<file path="src/rtl/ir_key_pkg.sv">
`default_nettype none
//==============================================================================
// Module      : ir_key_pkg
// Description : Shared definitions for the IR key event block: event type
//               codes, evt_data field positions, FSM state encoding and a
//               helper that packs an event byte.
// Revision    : 1.0 - initial release
//==============================================================================
package ir_key_pkg;

    // Event type codes carried in evt_data[7:6]
    localparam logic [1:0] EVT_PRESS   = 2'b00;
    localparam logic [1:0] EVT_REPEAT  = 2'b01;
    localparam logic [1:0] EVT_RELEASE = 2'b10;

    // evt_data field layout
    localparam int EVT_W        = 8;
    localparam int EVT_TYPE_MSB = 7;
    localparam int EVT_TYPE_LSB = 6;
    localparam int EVT_KEY_MSB  = 3;
    localparam int EVT_KEY_LSB  = 0;
    localparam int KEY_W        = 4;
    localparam int CODE_W       = 16;

    // Key lookup FSM
    typedef enum logic [1:0] {
        ST_IDLE = 2'd0,
        ST_SCAN = 2'd1,
        ST_PUSH = 2'd2
    } ir_state_e;

    // Pack an event byte; the reserved bits [5:4] are always zero.
    function automatic logic [EVT_W-1:0] mk_evt(input logic [1:0]       typ,
                                                input logic [KEY_W-1:0] key);
        logic [EVT_W-1:0] e;
        e = '0;
        e[EVT_TYPE_MSB:EVT_TYPE_LSB] = typ;
        e[EVT_KEY_MSB:EVT_KEY_LSB]   = key;
        return e;
    endfunction

endpackage
`default_nettype wire

</file>
<file path="src/rtl/ir_evt_fifo.sv">
`default_nettype none
//==============================================================================
// Module      : ir_evt_fifo
// Description : Show-ahead synchronous FIFO. The head entry is presented on
//               data_o whenever the FIFO is not empty (zero when empty).
//               A push while full is accepted only if a pop happens in the
//               same cycle; a pop while empty is ignored.
// Revision    : 1.0 - initial release
// Ports       : clk_i   - clock (rising edge)
//               rst_ni  - asynchronous active-low reset
//               push_i  - write data_i
//               data_i  - write data
//               pop_i   - discard head entry
//               data_o  - head entry
//               full_o  - FIFO full
//               empty_o - FIFO empty
//==============================================================================
module ir_evt_fifo #(
    parameter int DEPTH = 8,    // power of two, >= 2
    parameter int WIDTH = 8
) (
    input  logic             clk_i,
    input  logic             rst_ni,
    input  logic             push_i,
    input  logic [WIDTH-1:0] data_i,
    input  logic             pop_i,
    output logic [WIDTH-1:0] data_o,
    output logic             full_o,
    output logic             empty_o
);

    localparam int AW = $clog2(DEPTH);

    logic [WIDTH-1:0] mem_q [DEPTH];
    // One extra pointer bit distinguishes full from empty; power-of-two
    // depth makes the wrap implicit.
    logic [AW:0]      wr_ptr_q;
    logic [AW:0]      rd_ptr_q;
    logic             w_pop;
    logic             w_push;

    assign empty_o = (wr_ptr_q == rd_ptr_q);
    assign full_o  = (wr_ptr_q[AW] != rd_ptr_q[AW]) &&
                     (wr_ptr_q[AW-1:0] == rd_ptr_q[AW-1:0]);

    assign w_pop  = pop_i && !empty_o;
    // When full, the slot being written is the head being popped this cycle,
    // which is read before the edge, so both can proceed.
    assign w_push = push_i && (!full_o || w_pop);

    always_ff @(posedge clk_i or negedge rst_ni) begin
        if (!rst_ni) begin
            wr_ptr_q <= '0;
            rd_ptr_q <= '0;
        end else begin
            if (w_push) wr_ptr_q <= wr_ptr_q + 1'b1;
            if (w_pop)  rd_ptr_q <= rd_ptr_q + 1'b1;
        end
    end

    always_ff @(posedge clk_i) begin
        if (w_push) mem_q[wr_ptr_q[AW-1:0]] <= data_i;
    end

    assign data_o = empty_o ? '0 : mem_q[rd_ptr_q[AW-1:0]];

endmodule
`default_nettype wire

</file>
<file path="src/rtl/ir_key_evt.sv">
`default_nettype none
//==============================================================================
// Module      : ir_key_evt
// Description : Converts decoded IR frames into key events. A new frame is
//               looked up in a writable key table (one entry per cycle);
//               a hit pushes a press event. Receiver repeat counts produce
//               repeat events for the last key. Events are queued in a
//               show-ahead FIFO with a sticky overflow flag.
// Revision    : 1.0 - initial release
// Build macro : IR_KEY_RELEASE_EVT_EN - when defined, ir_code falling to 0
//               with a valid last key pushes a release event.
// Ports       : clk27       - clock            reset_n     - async reset, low
//               ir_code     - {addr, cmd}      ir_code_ack - new frame pulse
//               ir_code_cnt - frame/repeat count
//               tbl_we/tbl_addr/tbl_wdata - key table write port
//               evt_rd      - pop event        evt_data    - event head
//               evt_valid   - event available  evt_ovf     - sticky overflow
//               evt_ovf_clr - clear overflow
//==============================================================================
module ir_key_evt
    import ir_key_pkg::*;
#(
    parameter int NUM_KEYS   = 16,
    parameter int FIFO_DEPTH = 8,
    parameter int RPT_DELAY  = 6,
    parameter int RPT_RATE   = 2
) (
    input  logic                clk27,
    input  logic                reset_n,
    input  logic [CODE_W-1:0]   ir_code,
    input  logic                ir_code_ack,
    input  logic [7:0]          ir_code_cnt,
    input  logic                tbl_we,
    input  logic [KEY_W-1:0]    tbl_addr,
    input  logic [CODE_W-1:0]   tbl_wdata,
    input  logic                evt_rd,
    output logic [EVT_W-1:0]    evt_data,
    output logic                evt_valid,
    output logic                evt_ovf,
    input  logic                evt_ovf_clr
);

    localparam logic [KEY_W-1:0] C_LAST_IDX  = KEY_W'(NUM_KEYS - 1);
    localparam logic [7:0]       C_RPT_DELAY = 8'(RPT_DELAY);
    localparam logic [7:0]       C_RPT_RATE  = 8'(RPT_RATE);

    // Key table
    logic [CODE_W-1:0] tbl_q [NUM_KEYS];

    // Lookup FSM and key tracking
    ir_state_e         state_q;
    logic [CODE_W-1:0] scan_code_q;
    logic [KEY_W-1:0]  idx_q;
    logic [KEY_W-1:0]  last_key_q;
    logic              last_key_vld_q;

    // Input history for edge/change detection
    logic [CODE_W-1:0] code_prev_q;
    logic [7:0]        cnt_prev_q;

    logic              ovf_q;

    logic              w_hit;
    logic              w_code_fall;
    logic              w_cnt_chg;
    logic [7:0]        w_cnt_off;
    logic              w_rpt_slot;
    logic              w_rpt_evt;
    logic              w_rel_evt;
    logic              w_push;
    logic [EVT_W-1:0]  w_evt;
    logic              w_full;
    logic              w_empty;

    //--------------------------------------------------------------------------
    // Key table: writes during a scan are seen from the next compare cycle
    // because the compare reads the table combinationally.
    //--------------------------------------------------------------------------
    always_ff @(posedge clk27 or negedge reset_n) begin
        if (!reset_n) begin
            for (int i = 0; i < NUM_KEYS; i++) tbl_q[i] <= '0;
        end else if (tbl_we && (int'(tbl_addr) < NUM_KEYS)) begin
            tbl_q[tbl_addr] <= tbl_wdata;
        end
    end

    // Empty entries are unprogrammed and must never match.
    assign w_hit = (tbl_q[idx_q] != '0) && (tbl_q[idx_q] == scan_code_q);

    //--------------------------------------------------------------------------
    // Repeat / release detection
    //--------------------------------------------------------------------------
    assign w_code_fall = (code_prev_q != '0) && (ir_code == '0);
    assign w_cnt_chg   = (ir_code_cnt != cnt_prev_q);
    assign w_cnt_off   = ir_code_cnt - C_RPT_DELAY;
    assign w_rpt_slot  = (ir_code_cnt >= C_RPT_DELAY) &&
                         ((w_cnt_off % C_RPT_RATE) == 8'd0);

    // A count change that coincides with a new frame belongs to that frame.
    assign w_rpt_evt = w_cnt_chg && w_rpt_slot && (ir_code != '0) &&
                       last_key_vld_q && (state_q == ST_IDLE) && !ir_code_ack;

`ifdef IR_KEY_RELEASE_EVT_EN
    // A release racing a press in PUSH is dropped: the new press owns last_key.
    assign w_rel_evt = w_code_fall && last_key_vld_q && (state_q != ST_PUSH);
`else
    assign w_rel_evt = 1'b0;
`endif

    always_ff @(posedge clk27 or negedge reset_n) begin
        if (!reset_n) begin
            code_prev_q <= '0;
            cnt_prev_q  <= '0;
        end else begin
            code_prev_q <= ir_code;
            cnt_prev_q  <= ir_code_cnt;
        end
    end

    //--------------------------------------------------------------------------
    // Lookup FSM
    //--------------------------------------------------------------------------
    always_ff @(posedge clk27 or negedge reset_n) begin
        if (!reset_n) begin
            state_q        <= ST_IDLE;
            scan_code_q    <= '0;
            idx_q          <= '0;
            last_key_q     <= '0;
            last_key_vld_q <= 1'b0;
        end else begin
            // Key released; a press completing this cycle overrides below.
            if (w_code_fall) last_key_vld_q <= 1'b0;

            case (state_q)
                ST_IDLE: begin
                    if (ir_code_ack) begin
                        scan_code_q <= ir_code;
                        idx_q       <= '0;
                        state_q     <= ST_SCAN;
                    end
                end
                ST_SCAN: begin
                    if (w_hit) begin
                        state_q <= ST_PUSH;
                    end else if (idx_q == C_LAST_IDX) begin
                        last_key_vld_q <= 1'b0;
                        state_q        <= ST_IDLE;
                    end else begin
                        idx_q <= idx_q + 1'b1;
                    end
                end
                ST_PUSH: begin
                    last_key_q     <= idx_q;
                    last_key_vld_q <= 1'b1;
                    state_q        <= ST_IDLE;
                end
                default: state_q <= ST_IDLE;
            endcase
        end
    end

    //--------------------------------------------------------------------------
    // Event source select. Press only occurs outside IDLE and repeat only in
    // IDLE; repeat needs ir_code != 0 while release needs ir_code == 0, so
    // the sources never collide.
    //--------------------------------------------------------------------------
    always_comb begin
        w_push = 1'b0;
        w_evt  = '0;
        if (state_q == ST_PUSH) begin
            w_push = 1'b1;
            w_evt  = mk_evt(EVT_PRESS, idx_q);
        end else if (w_rpt_evt) begin
            w_push = 1'b1;
            w_evt  = mk_evt(EVT_REPEAT, last_key_q);
        end else if (w_rel_evt) begin
            w_push = 1'b1;
            w_evt  = mk_evt(EVT_RELEASE, last_key_q);
        end
    end

    //--------------------------------------------------------------------------
    // Event FIFO and overflow flag
    //--------------------------------------------------------------------------
    ir_evt_fifo #(
        .DEPTH (FIFO_DEPTH),
        .WIDTH (EVT_W)
    ) u_fifo (
        .clk_i   (clk27),
        .rst_ni  (reset_n),
        .push_i  (w_push),
        .data_i  (w_evt),
        .pop_i   (evt_rd),
        .data_o  (evt_data),
        .full_o  (w_full),
        .empty_o (w_empty)
    );

    assign evt_valid = !w_empty;

    // A pop in the same cycle makes room, so only an unmatched push overflows.
    // Setting wins over clearing.
    always_ff @(posedge clk27 or negedge reset_n) begin
        if (!reset_n) begin
            ovf_q <= 1'b0;
        end else if (w_push && w_full && !evt_rd) begin
            ovf_q <= 1'b1;
        end else if (evt_ovf_clr) begin
            ovf_q <= 1'b0;
        end
    end

    assign evt_ovf = ovf_q;

endmodule
`default_nettype wire

</file>
<file path="config.mk">
export PLATFORM = sky130hd
export DESIGN_NAME = ir_key_evt
export DESIGN_NICKNAME = d
export VERILOG_FILES = /design/src/rtl/ir_key_pkg.sv /design/src/rtl/ir_evt_fifo.sv /design/src/rtl/ir_key_evt.sv
export SDC_FILE = /design/constraint.sdc
export NUM_CORES = 1
export LEC_CHECK = 0
export CAP_MARGIN = 15
export CORE_MARGIN = 2
export CORE_UTILIZATION = 30
export CTS_CLUSTER_SIZE = 12
export DETAILED_ROUTE_END_ITERATION = 6
export PLACE_DENSITY = 0.53
export SLEW_MARGIN = 20
export SYNTH_ARGS = -nofsm -noshare
export SYNTH_HDL_FRONTEND = slang
export SYNTH_SLANG_ARGS = --single-unit
</file>
<file path="constraint.sdc">
create_clock -name clk27 -period 8.5 [get_ports clk27]
set_clock_uncertainty 0.05 [all_clocks]
set_input_delay 1.7 -clock clk27 [delete_from_list [all_inputs] [get_ports clk27]]
set_output_delay 1.7 -clock clk27 [all_outputs]
set_load 0.01 [all_outputs]
</file>
==> metrics.md, run 1 <==
| Metric | Value |
|---|---|
| Outcome | `finished, final reports clean` |
| Starting density of the core | `between 30% and 40%` |
| Final min period | `4.50 ns` |
| Max_cap viols | `0` |
| Hold Buf Count CTS | `0` |
| Worst slew pin tran | `a little over 1 ns` |
| Pre-CTS setup slack | `3.41 ns` |
| Post-synth EDFFs | `40` |
| Number of global-route vias before repair | `9875` |
| Crit path launch type | `register` |
| Switch share | `31.3%` |
| Synth Flop Type | `dfrtp_1` |
| First-pass GRT wire length | `slightly above 60 mm` |
| HPWL Detailed | `about 25 mm` |
| Die Y | `around 240 µm` |
| Sequential share of power | `41.4%` |
| Final hold vios | `0` |
| H-tree Lvls | `2` |
| Iteration-0 DRC Markers | `around 570` |
| Clock-pin transition on the worst setup and hold timing paths | `0.06 ns` |
| Sink Count | `roughly 360` |
| Fin crit share | `between 50% and 60%` |
| Clock Power Share | `a little under 30%` |
| Final setup violating endpoints | `0` |
| Layout cell share with drive strength beyond 1 | `a little over a third` |
| Avg WL per Cell | `roughly 22 µm` |
| CTS max path bufs | `3` |
| FF/Latch Area | `9110 µm²` |
| Drt drc | `0` |
| Psw | `between 0.0015 and 0.002 W` |
| Worst min path class | `register to register` |
| I/O pins | `60` |
| Clk root buf | `clkbuf_16` |
| GR Util All Layers | `14.8%` |
| Unrepaired setup endpoints after global routing | `no` |
| Power Total | `approximately 0.0057 W` |
| Combinational power share | `a little under 30%` |
| Die X | `235 µm` |
| Avg Cell Area, Syn | `14.7 µm²` |
| Ys async rst share | `roughly 90%` |
| Most common cell after layout, fill and taps aside | `dfrtp_1` |
| Static Leak | `7.50 nW` |
| Post-Route Setup TNS | `0 ns` |
| TritonCTS clock tree | `done` |
| Largest net degree at the start of global routing | `~130` |
| Syn Inst Count | `about 1100` |
| TritonCTS buffer count | `40` |
| Core Region | `between 50000 and 60000 µm²` |
| Area of the multi-input gates | `6620 µm²` |
| Worst-path fanout max | `14` |
| Vias | `between 9000 and 10000` |
| Antenna violations before repair | `2` |
| Post-CTS Setup Inserts | `0` |
| Max-slew violation count | `0` |
| Count of cell types in the netlist | `54` |
| Synthesis Warnings | `0` |
| Power per cell area | `roughly 300 nW/µm²` |
| Internal cell power | `roughly 0.004 W` |
| DRT Pass-1 Iters | `4` |
| F_max | `0.222 GHz` |
| Routability cong. | `0.781` |
| Antenna Nets Post-Route | `0` |
| Final core utilization | `roughly a third` |
| Port-buffer cells | `56` |
| Most frequent cells in the layout | `314 x dfrtp_1, 280 x mux2_2, 63 x mux2i_1` |
| Endpoint class of the critical path | `output pin` |
| Final worst slack | `roughly 4.0 ns` |
| Worst EP required | `approximately 6.8 ns` |
| Vias per cell | `4.98` |
| Num rows | `84` |
| PostCTS Resize Cnt | `0` |
| Post-layout nets | `approximately 1200` |
| Yosys reg bits | `356` |
| Fillers | `just over 5000` |
| Crit path kind | `register to output pin` |
| Mapped cell area | `around 16000 µm²` |
| Area grow syn2layout | `15.9%` |
| Post-synthesis sequential area ratio | `56.7%` |
| Worst vdd ir | `about 0.14 mV` |
| Final WL | `between 40 and 50 mm` |
| Worst Hold Slack | `0.444 ns` |
| Crit path DAT | `between 2 and 3 ns` |
| Slew margin rel. | `a little under a third` |
| GRT Residual Overflow | `0` |
| Die area | `between 50000 and 60000 µm²` |
| Clk_lat worst skew | `around 0.56 ns` |
power groups by stage:
| stage | logic (W) | clock network, W | registers [W] |
|---|---|---|---|
| 2_1_floorplan | 0.00133 | 0 | 0.00224 |
| 3_3_place_gp | 0.00167 | 0 | 0.00240 |
| 3_5_place_dp | 0.00168 | 0 | 0.00241 |
| 4_1_cts | 0.00169 | 0.00175 | 0.00238 |
| 5_1_grt | 0.00181 | 0.00182 | 0.00244 |
| 6_report | 0.00167 | 0.00170 | 0.00238 |
through the flow:
step                      instances  area (µm²)
after floorplan                1096       16100
final                          1852       18600
after global placement         1779       17300
after detailed placement       1779       17300
after global routing           1851       18600
after CTS                      1851       18600
path summary, 6_finish.rpt:
check / start / to / slack (ns) / cells past startpoint
max: u_fifo.rd_ptr_q[0] / evt_data[2] / 4.00 / 5
min: last_key_q[2] / last_key_q[2] / 0.44 / 1
max reg2reg: idx_q[1] / idx_q[3] / 4.14 / 9
min reg2reg: last_key_q[2] / last_key_q[2] / 0.44 / 1
max in group asynchronous: reset_n / idx_q[1] / 5.57 / 2
min in group asynchronous: reset_n / tbl_q[115] / 1.16 / 1
routing by layer:
metal  track usage [%]  vias to the layer above  routed length [µm]
met5                 0                        -                  12
met4              3.76                        2                 765
met3              3.44                       59                2020
met2              23.5                      176               18600
met1              20.3                     4856               19000
li1                  -                     4121                   -
cells in the mapped netlist, types with 6 or more instances:
cell | number | area [µm²]
mux2i_1 | 63 | 631
mux4_2 | 47 | 1060
xor2_1 | 25 | 219
buf_1 | 12 | 45.0
nand2_1 | 32 | 120
buf_2 | 6 | 30.0
o21ai_0 | 6 | 30.0
clkbuf_1 | 43 | 161
nor4_1 | 16 | 100
mux2_2 | 280 | 3150
ha_1 | 6 | 75.1
xnor2_1 | 20 | 175
buf_4 | 10 | 75.1
nand3_1 | 9 | 45.0
a22oi_1 | 11 | 82.6
or3_1 | 7 | 43.8
dfrtp_1 | 316 | 7910
inv_1 | 9 | 33.8
a21oi_1 | 6 | 30.0
nand2b_1 | 7 | 43.8
edfxtp_1 | 40 | 1200
nor2_1 | 38 | 143
a221oi_1 | 15 | 131
nor2b_1 | 10 | 62.6
nand4_1 | 8 | 50.1
worst max-delay path, cell delays in order, from the launching register on:
cell             delay (ns)
dfrtp_1                0.83
xnor2_1                0.20
nand3_1                0.11
nor2b_1                0.44
nor2_1                 0.11
clkdlybuf4s50_1        0.50
state kept, by name, indices dropped and copies added, names as in the netlist:
register and cells:
last_key_vld_q 1, u_fifo.rd_ptr_q 4, cnt_prev_q 8, state_q 2, evt_ovf 1, code_prev_q 16
last_key_q 4, scan_code_q 16, u_fifo.wr_ptr_q 4, u_fifo.mem_q 40, tbl_q 256, idx_q 4
area by class of cell:
type	instances	area share [%]
Timing Repair Buffer	72	3.82
Clock buffer	62	6.26
Multi-Input combinational cell	653	35.5
Inverter	10	0.202
Antenna cell	1	0.0134
Clock inverter	10	0.611
Sequential cell	356	48.9
Tap cell	688	4.62
cell families (layout without fill, tap and decap cells):
| kind of cell | after synthesis | after routing | synth area share [%] |
|---|---|---|---|
| mux | 393 | 393 | 30.3 |
| flops | 356 | 356 | 56.7 |
| simple gates | 143 | 143 | 4.48 |
| buf+inv | 87 | 154 | 2.55 |
| compound gates | 63 | 63 | 2.99 |
| xor+xnor | 45 | 45 | 2.45 |
| fa+ha+maj | 6 | 6 | 0.467 |
| other cells | 1 | 4 | 0.0233 |
No activity file was read; power rests on OpenSTA's default activity.
==> run 2, diff against run 1 <==
==> constraint.sdc (replaced) <==
create_clock -name clk27 -period 4.6 [get_ports clk27]
set_clock_uncertainty 0.05 [all_clocks]
set_input_delay 0.92 -clock clk27 [delete_from_list [all_inputs] [get_ports clk27]]
set_output_delay 0.92 -clock clk27 [all_outputs]
set_load 0.01 [all_outputs]
==> run 2 against run 1 <==
  * Wire length is 0.40% lower
  * Global-route usage rose by 0.071 points
  * Sequential power is 82% higher
  * Combinational power rose by 95%
  * Critical path depth did not move
  * Via count grew 1.3%
  * Clock power rose by 92%
  * Largest cell class unchanged
  * Largest power group unchanged
  * Highest routed layer unchanged
==> metrics.md, run 2 (synthesis results as in run 1) <==
| Metric | Value |
|---|---|
| Outcome | `finished, final reports clean` |
| Routability cong. | `0.748 (-4.2%)` |
| Clock-pin transition on the worst setup and hold timing paths | `0.06 ns (about the same)` |
| Crit path launch type | `register` |
| Worst vdd ir | `0.251 mV (+78%)` |
| Drt drc | `0 (unchanged)` |
| Most frequent cells in the layout | `314 x dfrtp_1, 280 x mux2_2, 63 x mux2i_1` |
| Dpl cell area | `17600 µm² (+1.4%)` |
| Slew margin rel. | `29.2% (-1.6 points)` |
| Finished Cell Area | `18900 µm² (+1.7%)` |
| Endpoint class of the critical path | `output pin` |
| Largest net degree at the start of global routing | `113 (-10%)` |
| Most common cell after layout, fill and taps aside | `dfrtp_1` |
| Sink Count | `356 (unchanged)` |
| Fillers | `5027 (-0.26%)` |
| Pre-CTS setup slack | `0.675 ns (-2.73 ns)` |
| Final worst slack | `0.890 ns (-3.11 ns)` |
| Power per cell area | `573 nW/µm² (+86%)` |
| Post-Route Setup TNS | `0 ns (unchanged)` |
| Worst Hold Slack | `0.369 ns (-0.0752 ns)` |
| Antenna Nets Post-Route | `0 (unchanged)` |
| Worst min path class | `primary input to async pin` |
| Number of global-route vias before repair | `9962 (+0.88%)` |
| Max reg flops | `256 (unchanged)` |
| Post-layout nets | `1224 (+2.9%)` |
| Clk root buf | `clkbuf_16` |
| TritonCTS clock tree | `done` |
| Largest Register | `tbl_q` |
| Max_cap viols | `0 (unchanged)` |
| CTS max path bufs | `3 (unchanged)` |
| Crit path kind | `register to output pin` |
| Area grow syn2layout | `17.9%` |
| Crit path DAT | `2.74 ns (about the same)` |
| Clk_lat worst skew | `0.57 ns (about the same)` |
| Vias | `9331 (+1.3%)` |
| GR Util All Layers | `14.8% (+0.071 points)` |
| Antenna violations before repair | `2 (unchanged)` |
| Avg WL per Cell | `21.3 µm (-2.2%)` |
| Final hold vios | `0 (unchanged)` |
| Power Total | `0.0109 W (+89%)` |
| Worst-path cell chain | `xnor2_1 > nand3_1 > nor2b_1 > nor2_1 > clkdlybuf4s50_1` |
| Die Y | `235 µm (unchanged)` |
| Num rows | `84 (unchanged)` |
| Fin crit share | `a little over 80%` |
| Final setup violating endpoints | `0 (unchanged)` |
| Slowest CP cell | `dfrtp_1` |
| Worst-path fanout max | `14 (unchanged)` |
| Peak per-stage delay on the critical path | `0.83 ns (about the same)` |
| Max-slew violation count | `0 (unchanged)` |
| Die X | `235 µm (unchanged)` |
| HPWL Detailed | `25.6 mm (+3.8%)` |
| Final min period | `3.71 ns` |
| DRT Pass-1 Iters | `4 (unchanged)` |
| F_max | `around 0.27 GHz` |
| Post-CTS Setup Inserts | `0 (unchanged)` |
| First-pass GRT wire length | `62.8 mm (+0.95%)` |
| Final WL | `40.3 mm (-0.40%)` |
| TritonCTS buffer count | `42 (+5.0%)` |
| Worst slew pin tran | `1.06 ns (+0.0255 ns)` |
| GRT Residual Overflow | `0 (unchanged)` |
| Iteration-0 DRC Markers | `530 (-6.5%)` |
| Unrepaired setup endpoints after global routing | `no` |
| PostCTS Resize Cnt | `0 (unchanged)` |
| Inserted Diodes | `0 (-1)` |
| Layout cell share with drive strength beyond 1 | `37.7% (+2.0 points)` |
| Core Region | `52800 µm² (unchanged)` |
| Starting density of the core | `30.5% (unchanged)` |
| Vias per cell | `4.95 (-0.56%)` |
| Die area | `55400 µm² (unchanged)` |
| I/O pins | `60 (unchanged)` |
| Static Leak | `7.70 nW (+2.7%)` |
| Port-buffer cells | `56 (unchanged)` |
| H-tree Lvls | `2 (unchanged)` |
| Hold Buf Count CTS | `0 (unchanged)` |
| Worst EP required | `3.63 ns (-3.12 ns)` |
-- run 2: cell types whose count changed in the layout (fill, tap and decap cells not counted), sizes merged --
cell      before  now
bufinv         2    4
clkbuf        62   59
clkinvlp       0    2
diode          1    0
buf           17   50
inv           10   11
-- run 2: report_power, final --
| group | total [W] | switching [W] | internal, W |
|---|---|---|---|
| logic | 0.00326 | 0.00157 | 0.00170 |
| registers | 0.00433 | 0.000498 | 0.00383 |
| clock network | 0.00327 | 0.00130 | 0.00197 |
| total | 0.0109 | 0.00337 | 0.00749 |
-- run 2: path summary, 6_finish.rpt --
| path | slack, ns | cells after the start | startpoint | end |
|---|---|---|---|---|
| worst min register to register | 0.44 | 1 | u_fifo.wr_ptr_q[3] | u_fifo.wr_ptr_q[3] |
| worst max-delay path | 0.89 | 5 | u_fifo.rd_ptr_q[0] | evt_data[0] |
| worst min-delay path | 0.37 | 1 | reset_n | tbl_q[195] |
| worst max register to register | 0.96 | 10 | idx_q[1] | idx_q[0] |
| min in group clk27 | 0.44 | 1 | u_fifo.wr_ptr_q[3] | u_fifo.wr_ptr_q[3] |
| max in group asynchronous | 3.12 | 2 | reset_n | tbl_q[84] |
-- run 2: per-layer routing --
layer / GRT usage, % / up-vias / part of all wire [%]
met1: 20.8 / 4931 / 48
met4: 4.03 / 4 / 1.9
met3: 2.88 / 52 / 4.0
met5: 0 / - / 0.060
li1: - / 4182 / -
met2: 23.5 / 162 / 46
-- run 2: cell type report --
class                           count  area [µm²]  area share [%]
Inverter                           10        37.5           0.198
Multi-Input combinational cell    653        6580            34.8
Timing Repair Buffer              105         996            5.26
Tap cell                          688         861            4.54
Sequential cell                   356        9110            48.1
Clock inverter                     15         205            1.08
Clock buffer                       59        1140            6.04
-- run 2: through the flow --
stage / util, % / instances
4_1_cts: 35.9 / 1886
6_report: 35.9 / 1886
3_3_place_gp: 33.3 / 1812
3_5_place_dp: 33.3 / 1812
5_1_grt: 35.9 / 1886
2_1_floorplan: - / 1096
-- run 2: worst max-delay path: cells and delay by family, from the launching register on --
kind,cells,cell delay [ns]
XOR/XNOR,1,0.20
flip-flops,1,0.83
buffers and inverters,1,0.50
AND/OR/NAND/NOR,3,0.65
